`config.mk`:
```
export PLATFORM = sky130hd
export DESIGN_NAME = onehot_addr_guard
export DESIGN_NICKNAME = d
export VERILOG_FILES = /design/src/rtl/onehot_addr_guard.sv
export SDC_FILE = /design/constraint.sdc
export NUM_CORES = 1
export LEC_CHECK = 0
export BUFFER_PORTS_ARGS = -buffer_cell sky130_fd_sc_hd__buf_4
export CAP_MARGIN = 20
export CORE_MARGIN = 3
export CORE_UTILIZATION = 35
export DETAILED_ROUTE_END_ITERATION = 10
export HOLD_SLACK_MARGIN = 0.02
export PLACE_DENSITY = 0.68
export SYNTH_ARGS = -nofsm -noshare
export SYNTH_HDL_FRONTEND = slang
export SYNTH_SLANG_ARGS = --single-unit
```
`constraint.sdc`:
```
create_clock -name clk_i -period 6.5 [get_ports clk_i]
set_input_delay 1.3 -clock clk_i [delete_from_list [all_inputs] [get_ports clk_i]]
set_output_delay 1.3 -clock clk_i [all_outputs]
set_load 0.02 [all_outputs]
```
`src/rtl/onehot_addr_guard.sv`:
```
// Binary-to-one-hot encoder with a buffered output and an independent checker
// that flags inconsistencies between an external one-hot vector, the address and the enable.
module onehot_addr_guard #(
  parameter int unsigned AddrWidth   = 5,
  parameter int unsigned OneHotWidth = 2 ** AddrWidth,
  parameter bit          AddrCheck   = 1'b1,
  parameter bit          EnableCheck = 1'b1
) (
  input  logic                   clk_i,
  input  logic                   rst_ni,
  input  logic [AddrWidth-1:0]   addr_i,
  input  logic                   en_i,
  output logic [OneHotWidth-1:0] oh_o,
  input  logic [OneHotWidth-1:0] oh_i,
  input  logic                   clr_i,
  output logic                   err_o,
  output logic                   err_sticky_o
);

  localparam int unsigned AddrSpan = 2 ** AddrWidth;

  // Reject parameter combinations that make the guard meaningless.
  if (OneHotWidth <= 1 || OneHotWidth > AddrSpan) begin : g_bad_width
    $error("onehot_addr_guard: OneHotWidth must satisfy 1 < OneHotWidth <= 2**AddrWidth");
  end
  if (AddrCheck && !EnableCheck) begin : g_bad_check
    $error("onehot_addr_guard: AddrCheck requires EnableCheck");
  end

  logic [OneHotWidth-1:0] dec;
  logic [OneHotWidth-1:0] enc;
  logic                   oh_err;
  logic                   enable_err;
  logic                   addr_err;

  // Address decode, independent of the enable; shared by encoder and address check.
  always_comb begin
    dec = '0;
    for (int unsigned k = 0; k < OneHotWidth; k++) begin
      dec[k] = (addr_i == AddrWidth'(k));
    end
  end

  assign enc = en_i ? dec : '0;

  // Output buffer kept as its own per-bit stage so the checker sees a separate copy.
  for (genvar g = 0; g < OneHotWidth; g++) begin : g_buf
    assign oh_o[g] = enc[g];
  end

  // More than one bit set: clearing the lowest set bit leaves something behind.
  assign oh_err = |(oh_i & (oh_i - OneHotWidth'(1)));

  always_comb begin
    enable_err = 1'b0;
    addr_err   = 1'b0;
    if (EnableCheck) begin
      enable_err = en_i ? ~(|oh_i) : (|oh_i);
    end
    if (AddrCheck) begin
      addr_err = en_i & ~(|(oh_i & dec));
    end
  end

  assign err_o = oh_err | enable_err | addr_err;

  // Sticky capture of err_o; clear wins over a same-cycle error.
  always_ff @(posedge clk_i or negedge rst_ni) begin
    if (!rst_ni) begin
      err_sticky_o <= 1'b0;
    end else if (clr_i) begin
      err_sticky_o <= 1'b0;
    end else begin
      err_sticky_o <= err_sticky_o | err_o;
    end
  end

endmodule

```
---- Yosys cells after proc, flatten, opt, wreduce, memory -nomap -nowiden ----
Cells that the tools add are included.
storage, ports and cells
  word-level logic and storage cells ...... 48
  input bits .............................. 41
  register bits ........................... 1
operators by class
  add/subtract/negate cells ............... 1
  multiplexer cells ....................... 3
  equality and inequality tests ........... 31
  reduce and logical (&&, ||, !) cells .... 4
  bitwise gates (word level) .............. 8
operator list
  operator                 number
  $reduce_or A32 Y1        3
  $eq A5 B5 Y1 const B     16
  $and A32 B32 Y32         2
  $eq A5 B4 Y1 const B     8
  $mux W32                 1
  $sub A32 B1 Y32 const B  1
  $eq A5 B3 Y1 const B     4
  $eq A5 B2 Y1 const B     2
  $eq A5 B1 Y1 const B     1
  $logic_not A5 Y1         1
  $or A1 B1 Y1             3
  $mux W1                  2
  $not A1 Y1               2
  $and A1 B1 Y1            1

---- Depth between registers and ports, before layout ----
Gate-level depths: netlist of the first run.
  word-level depth ........................ 8
  mapped depth ............................ 8

---- Least setup slack after synthesis of the first run ----
Ideal clock, no wire load.
  kind .................................... input to output
  from .................................... input port oh_i[14]
  to ...................................... output port err_o
  arrival ................................. 2.914 ns
  path slack .............................. 2.286 ns
  stages .................................. 7
  buffers on the path ..................... 1
  data required time ...................... 5.200 ns
  path through ............................ clkbuf_1 > nor4_1 > a21oi_1 > nor4_1 > nand4_1 > nor4_2 > nand4_1
on the way
  cells in the longest elaborated chain, start to end .. 5
  elaborated cells on any way between the ends .. 12
  classes of those cells .................. add/sub: 1; mux: 1; bitwise: 7; reduce/logical: 3
ends and longest elaborated chain
  item                                                  RTL line  source
  start: declaration                                    14        input logic [OneHotWidth-1:0] oh_i,
  $sub A32 B1 Y32 (tied with other cells)               52        assign oh_err = |(oh_i & (oh_i - OneHotWidth'(1)));
  $and A32 B32 Y32 (tied with other cells)              52
  $reduce_or A32 Y1 (tied with other cells)             52
  $or A1 B1 Y1 / $and A1 B1 Y1 (equally long branches)  65, 61
  $or A1 B1 Y1 (*)                                      65        assign err_o = oh_err | enable_err | addr_err;
  end: declaration                                      16        output logic err_o,
Mark *: on every way between the ends. The rest lies on a longest branch, timed or not.

---- Final worst setup path of the first run ----
  from .................................... input port oh_i[1]
  to ...................................... output port err_o
The elaborated chain is that of the path after synthesis.

==> results of run 1 <==
layer usage:
| layer | global-route usage (%) | part of all wire (%) | vias up |
|---|---|---|---|
| met1 | 31.3 | 42 | 797 |
| met3 | 2.46 | 10 | 6 |
| met2 | 37.9 | 47 | 101 |
| met5 | 0 | 0 | - |
| met4 | 1.62 | 1.1 | 0 |
| li1 | - | - | 873 |
worst max-delay path, delay by kind of cell:
| kind | cells | cell delay, ps |
|---|---|---|
| compound gates | 2 | 530 |
| buf+inv | 2 | 320 |
| simple gates | 4 | 1240 |
layout make-up:
cell class,instances,area (µm²),area share [%]
multi-input cells,174,1060,61.1
repair buffers,74,556,32.0
well taps,44,55.1,3.17
flip-flops and latches,1,25.0,1.44
inverters,11,41.3,2.38
power by group:
part,switching (µW),internal (µW),leakage (µW)
logic,47.8,36.6,0.000726
clock network,0,0,0
registers,0.160,6.66,0.0000117
total,48.0,43.3,0.000737
metrics by stage:
stage | instances | setup slack [ps] | area (µm²)
floorplan | 198 | 2290 | 1180
global placement | 304 | 1830 | 1740
detailed placement | 304 | 1830 | 1740
CTS | 304 | 1830 | 1740
global route | 304 | 1620 | 1740
finish | 304 | 1810 | 1740
cell families after synthesis:
family,share of synthesized area [%]
and+or+nand+nor,55.9
AOI/OAI and AO/OA,24.7
buffers and inverters,7.85
muxes,7.64
adders and majority gates,1.70
DFF,2.12
Yosys cell counts, types with 4 or more instances:
master / instances
inv_1: 11
nor4_1: 10
a31oi_1: 4
clkbuf_1: 6
o21ai_0: 6
nand2_1: 11
nor2_1: 41
nand2b_1: 12
mux2i_1: 9
buf_2: 5
a21oi_1: 7
nand3_1: 6
nor3_1: 12
nand4_1: 8
o31ai_1: 4
path summary, 6_finish.rpt:
check | depth (start not counted) | slack, ps | endpoint | startpoint
setup / recovery | 8 | 1810 | err_o | oh_i[1]
hold / removal | 2 | 620 | err_sticky_o | err_sticky_o
setup reg to reg | 2 | 5750 | err_sticky_o | err_sticky_o
hold reg to reg | 2 | 620 | err_sticky_o | err_sticky_o
max in group asynchronous | 1 | 5340 | err_sticky_o | rst_ni
min in group asynchronous | 1 | 1080 | err_sticky_o | rst_ni
==> out/results.tsv, run 1 <==
metric	value	unit
worst slew pin tran	618	ps
Syn Inst Count	198	
CP max stage delay	480	ps
Final Hold Slack	620	ps
max reg flops	1	
number of global-route vias before repair	1608	
WL final	4.60	mm
GR Util All Layers	22.3	%
Async SR Flop Fraction	100	%
grt ovf	0	
drt drc	0	
RePlAce Congestion	1.05	
final setup vio count	0	
slew margin rel.	58.4	%
cell mode on critical path	buf_4	
leading cell type in the layout, fill and taps excluded	buf_4	
largest vdd supply drop	0.0351	mV
postcts setup bufs	0	
net count after synthesis	239	
average size of a mapped cell	5.95	µm²
dpl hpwl	3.70	mm
DIE AREA	0.00410	mm²
Main synth FF type	dfrtp_1	
Vias/cell	5.85	
Post-synth EDFFs	0	
Synth top area share	13.1	%
Layout Nets	303	
Avg WL per Cell	15.1	µm
1st-pass router iterations	5	
Iteration-0 DRC Markers	68	
Power Dens Cells	52.5	mW/mm²
Biggest register	err_sticky_o	
initial antenna violation count	0	
status	completed	
Setup Crit Path Kind	in -> out	
max-cap violations	0	
flops & latches, synth	1	
launching element type of the critical path	input pin	
cts hold-fix bufs	0	
fill count	357	
detailed-route via count	1777	
min cycle time layout	4690	ps
Post-DRT Antenna Nets	0	
Cell Chain, Critical Path	buf_4, nor4_4, nand4_4, o41ai_1, o21ai_1, nor4_2, nand4_1, buf_4	
pin count of the biggest net entering global routing	25	
CP required	5200	ps
slowest CP cell	nor4_4	
RSZ-0062 raised after global routing	false	
crit path max fanout	9	
first-pass GRT wire length	7.75	mm
Reg clk slew, reported paths	0	ps
antenna cells	0	
crit end category	output pin	
top post-synthesis cells by area	nor2_1, mux2i_1, nand2b_1	
highest-count cells in the layout ignoring fill and taps	buf_4, nor2_1, nand2b_1, nor3_1	
Initial Utilization	37.7	%
register area share after synthesis	2.12	%
Unique masters post-synth	47	
width of the die	64.0	µm
layout cells sized above 1	30.8	%
I/O pin cnt	75	
Fin Clk Skew	0	ps
ratio of final minimum period to clock period	72.1	%
clock latency on the worst-skew pair	0	ps
Die Height	64.0	µm
arrival time at the worst endpoint	3390	ps
Regs by FF count	err_sticky_o x1	
core area	0.00313	mm²
Synth area leader	nor2_1	
Final Core Density	55.6	%
Layout area overhead	47.5	%
std cell rows	20	
Power, Total	91.2	µW
synth warn	0	
Min-Delay Path Class	reg -> reg	
post_cts resized	0	
Fin. Hold Viols	0	
fmax	213	MHz
Leakage	0.000737	µW
Slew Viols, Final	0	
Final TNS setup	0	ps
Synth Cell Area	0.00118	mm²
Port-buffer cells	74	
(Power assumes the default switching activity.)
==> inputs of run 2 (changes only) <==
==> constraint.sdc (replaced) <==
create_clock -name clk_i -period 4.8 [get_ports clk_i]
set_input_delay 0.96 -clock clk_i [delete_from_list [all_inputs] [get_ports clk_i]]
set_output_delay 0.96 -clock clk_i [all_outputs]
set_load 0.02 [all_outputs]
==> out/results.tsv, run 2 (same netlist as run 1, synthesis figures left out) <==
metric	value	unit	change
antenna cells	0		unchanged
Setup Crit Path Kind	in -> out		
dpl hpwl	3.73	mm	+0.90%
Final TNS setup	0	ps	unchanged
Avg WL per Cell	15.2	µm	+0.33%
I/O pin cnt	75		unchanged
Layout area overhead	47.5	%	unchanged
slowest CP cell	nor4_4		
Regs by FF count	err_sticky_o x1		
ratio of final minimum period to clock period	82.7	%	
Die Height	64.0	µm	unchanged
1st-pass router iterations	4		-1
max reg flops	1		unchanged
largest vdd supply drop	0.0492	mV	+40%
slew margin rel.	60.0	%	+1.6 points
DIE AREA	0.00410	mm²	unchanged
Fin. Hold Viols	0		unchanged
Reg clk slew, reported paths	0	ps	unchanged
Cell Chain, Critical Path	buf_4, nor4_4, nand4_4, o41ai_1, o21ai_1, nor4_2, nand4_1, buf_4		
postcts setup bufs	0		unchanged
std cell rows	20		unchanged
core area	0.00313	mm²	unchanged
RSZ-0062 raised after global routing	false		
Final Hold Slack	642	ps	+22.6 ps
Fin Clk Skew	0	ps	unchanged
Biggest register	err_sticky_o		
Vias/cell	5.78		-1.1%
drt drc	0		unchanged
detailed-route via count	1757		-1.1%
arrival time at the worst endpoint	3010	ps	-380 ps
fmax	252	MHz	
max-cap violations	0		unchanged
Final Core Density	55.6	%	unchanged
RePlAce Congestion	1.05		+0.24%
Initial Utilization	37.7	%	unchanged
placed cells	304		unchanged
first-pass GRT wire length	7.73	mm	-0.26%
Power Dens Cells	71.2	mW/mm²	+36%
Port-buffer cells	74		unchanged
crit path max fanout	9		unchanged
Final WS setup	830	ps	-983 ps
initial antenna violation count	0		unchanged
Post-DRT Antenna Nets	0		unchanged
Layout Nets	303		unchanged
width of the die	64.0	µm	unchanged
CP max stage delay	480	ps	about the same
grt ovf	0		unchanged
WL final	4.62	mm	+0.33%
leading cell type in the layout, fill and taps excluded	buf_4		
cts hold-fix bufs	0		unchanged
Slew Viols, Final	0		unchanged
crit end category	output pin		
CP required	3840	ps	-1360 ps
clock latency on the worst-skew pair	0	ps	unchanged
min cycle time layout	3970	ps	
post-route insts no fill	304		unchanged
GR Util All Layers	22.4	%	+0.073 points
worst slew pin tran	595	ps	-23.3 ps
cell mode on critical path	buf_4		
highest-count cells in the layout ignoring fill and taps	buf_4, nor2_1, nand2b_1, nor3_1		
pin count of the biggest net entering global routing	25		unchanged
post_cts resized	0		unchanged
Iteration-0 DRC Markers	95		+40%
Min-Delay Path Class	reg -> reg		
final setup vio count	0		unchanged
layout cells sized above 1	30.8	%	unchanged
status	completed		
launching element type of the critical path	input pin		
Place WS	801	ps	-1030 ps
Leakage	0.000737	µW	unchanged
number of global-route vias before repair	1622		+0.87%
run 2: power by group:
group | leakage [µW] | switching, µW | total [µW] | internal (µW)
logic | 0.000726 | 64.8 | 114 | 49.6
clock network | 0 | 0 | 0 | 0
registers | 0.0000117 | 0.304 | 9.33 | 9.02
total | 0.000737 | 65.1 | 124 | 58.6
run 2: layout make-up:
cell class              instances  area, µm²
repair buffers                 74        556
multi-input cells             174       1060
inverters                      11       41.3
flip-flops and latches          1       25.0
well taps                      44       55.1
fillers                       349       1390
run 2: worst paths after layout:
path                         startpoint            to  slack, ps  depth (start not counted)
max                             oh_i[1]         err_o        830                          8
max reg2reg                err_sticky_o  err_sticky_o       4030                          2
max in group asynchronous        rst_ni  err_sticky_o       3980                          1
min                        err_sticky_o  err_sticky_o        640                          2
min reg2reg                err_sticky_o  err_sticky_o        640                          2
min in group asynchronous        rst_ni  err_sticky_o        740                          1
run 2: through the flow:
stage / power, µW / instance area [µm²]
after floorplan: 67.7 / 1180
after global placement: 123 / 1740
after detailed placement: 123 / 1740
after CTS: 123 / 1740
after global routing: 136 / 1740
final: 124 / 1740
run 2: metal layers:
| layer | global-route usage [%] | share of wire, % | vias to the layer above | wire (µm) |
|---|---|---|---|---|
| li1 | - | - | 869 | - |
| met1 | 31.2 | 43 | 800 | 2010 |
| met2 | 37.0 | 47 | 84 | 2170 |
| met3 | 3.16 | 8.4 | 4 | 387 |
| met4 | 3.23 | 1.1 | 0 | 51 |
| met5 | 0 | 0 | - | 0 |
run 2: worst max-delay path, delay by kind of cell:
family	cells	cell delay, ps
compound gates	2	540
simple gates	4	1200
buf+inv	2	310
==> inputs of run 3 (changes only) <==
--- a/config.mk
+++ b/config.mk
@@ -11,7 +11,7 @@
 export CORE_UTILIZATION = 35
 export DETAILED_ROUTE_END_ITERATION = 10
 export HOLD_SLACK_MARGIN = 0.02
-export PLACE_DENSITY = 0.68
+export PLACE_DENSITY = 0.71
 export SYNTH_ARGS = -nofsm -noshare
 export SYNTH_HDL_FRONTEND = slang
 export SYNTH_SLANG_ARGS = --single-unit
==> constraint.sdc (replaced) <==
create_clock -name clk_i -period 3.5 [get_ports clk_i]
set_input_delay 0.7 -clock clk_i [delete_from_list [all_inputs] [get_ports clk_i]]
set_output_delay 0.7 -clock clk_i [all_outputs]
set_load 0.02 [all_outputs]
==> out/results.tsv, run 3 (same netlist as run 1, synthesis figures left out) <==
metric	value	unit	change
status	completed		
dpl hpwl	3.65	mm	-2.2%
Initial Utilization	37.7	%	unchanged
max reg flops	1		unchanged
detailed-route via count	1747		-0.57%
I/O pin cnt	75		unchanged
core area	0.00313	mm²	unchanged
Min-Delay Path Class	in -> async		
final setup vio count	0		unchanged
CP delay by family, top	simple AND/OR/NAND/NOR gates		
RSZ-0062 raised after global routing	false		
Fin. Hold Viols	0		unchanged
highest-count cells in the layout ignoring fill and taps	buf_4, nor2_1, nand2b_1, nor3_1		
WL final	4.46	mm	-3.4%
Layout area overhead	50.5	%	
pin count of the biggest net entering global routing	25		unchanged
fmax	306	MHz	
cts hold-fix bufs	0		unchanged
arrival time at the worst endpoint	2570	ps	-440 ps
Post-DRT Antenna Nets	0		unchanged
fill count	321		-8.0%
CP bufs+invs	2		unchanged
CP max stage delay	410	ps	-70 ps
Avg WL per Cell	14.5	µm	-4.6%
antenna cells	0		unchanged
Final TNS setup	0	ps	unchanged
Fin Clk Skew	0	ps	unchanged
slowest CP cell	nor4_1		
Reg clk slew, reported paths	0	ps	unchanged
width of the die	64.0	µm	unchanged
leading cell type in the layout, fill and taps excluded	buf_4		
CP required	2800	ps	-1040 ps
crit path max fanout	8		-1
Vias/cell	5.67		-1.9%
Setup Crit Path Kind	in -> out		
number of global-route vias before repair	1599		-1.4%
Port-buffer cells	74		unchanged
drt drc	0		unchanged
GR Util All Layers	21.4	%	-0.98 points
largest vdd supply drop	0.0717	mV	+46%
Biggest register	err_sticky_o		
Power Dens Cells	95.7	mW/mm²	+35%
Layout Nets	307		+1.3%
ratio of final minimum period to clock period	93.4	%	
Final Core Density	56.7	%	+1.2 points
Iteration-0 DRC Markers	96		+1.1%
grt ovf	0		unchanged
Leakage	0.000759	µW	+2.9%
postcts setup bufs	0		unchanged
clock latency on the worst-skew pair	0	ps	unchanged
std cell rows	20		unchanged
crit end category	output pin		
Cell Chain, Critical Path	buf_4, nor4_1, a21oi_1, nor4_1, nand4_1, nor4_2, nand4_1, buf_4		
Slew Viols, Final	0		unchanged
FF/Latch Area	25.0	µm²	unchanged
initial antenna violation count	0		unchanged
worst slew pin tran	397	ps	-198 ps
RePlAce Congestion	0.930		-12%
Regs by FF count	err_sticky_o x1		
layout cells sized above 1	32.2	%	+1.4 points
max-cap violations	0		unchanged
launching element type of the critical path	input pin		
FF-to-FF setup slack	2740	ps	-1290 ps
R2R cell count	2		unchanged
CP Depth	8		unchanged
Die Height	64.0	µm	unchanged
1st-pass router iterations	4		unchanged
first-pass GRT wire length	7.36	mm	-4.8%
slew margin rel.	73.3	%	+13 points
multi-input logic area	0.00107	mm²	+0.59%
min cycle time layout	3270	ps	
DIE AREA	0.00410	mm²	unchanged
## run 3: final timing paths
path | to | from
max | err_o | oh_i[14]
min | err_sticky_o | rst_ni
max reg2reg | err_sticky_o | err_sticky_o
min reg2reg | err_sticky_o | err_sticky_o
max in group asynchronous | err_sticky_o | rst_ni
min in group clk_i | err_sticky_o | err_sticky_o
## run 3: cell type report
cell class / count / share of cell area (%)
tap: 44 / 3.10
multi-input combinational: 174 / 60.2
timing repair buffer: 78 / 33.0
sequential: 1 / 1.41
inverter: 11 / 2.33
## run 3: through the flow
stage,total power (µW),hold WS (ps),instances,cell area (µm²),worst slack [ps]
after floorplan,92.8,404,198,1180,486
after global placement,169,476,308,1770,202
after detailed placement,168,476,308,1770,207
after CTS,169,476,308,1770,203
after global routing,186,477,308,1770,47.6
final,170,475,308,1770,230
## run 3: power by group
group          leakage [µW]  internal [µW]  switching [µW]  total (µW)
Clock                     0              0               0           0
Combinational      0.000747           69.6            87.6         157
Sequential        0.0000117           12.4           0.263        12.6
Total              0.000759           82.0            87.9         170
## run 3: what timing repair did
| action | in CTS | in global routing |
|---|---|---|
| hold endpoints to repair | 0 | 0 |
| endpoints found under the setup margin | 0 | 1 |
| resized for setup | 0 | 1 |
## run 3: routing by layer
metal  routed length [µm]  vias up  GRT usage [%]  share of wire, %
met2                 2110       73           38.2                47
met3                  314        2           1.58               7.0
met5                    0        -              0                 0
li1                     -      882              -                 -
met1                 2030      790           29.2                45
met4                   14        0           1.08              0.31
## run 3: worst register-to-register path: stages (launching register included)
cell and delay (ps):
dfrtp_1 350, a21oi_1 120, a41oi_1 130
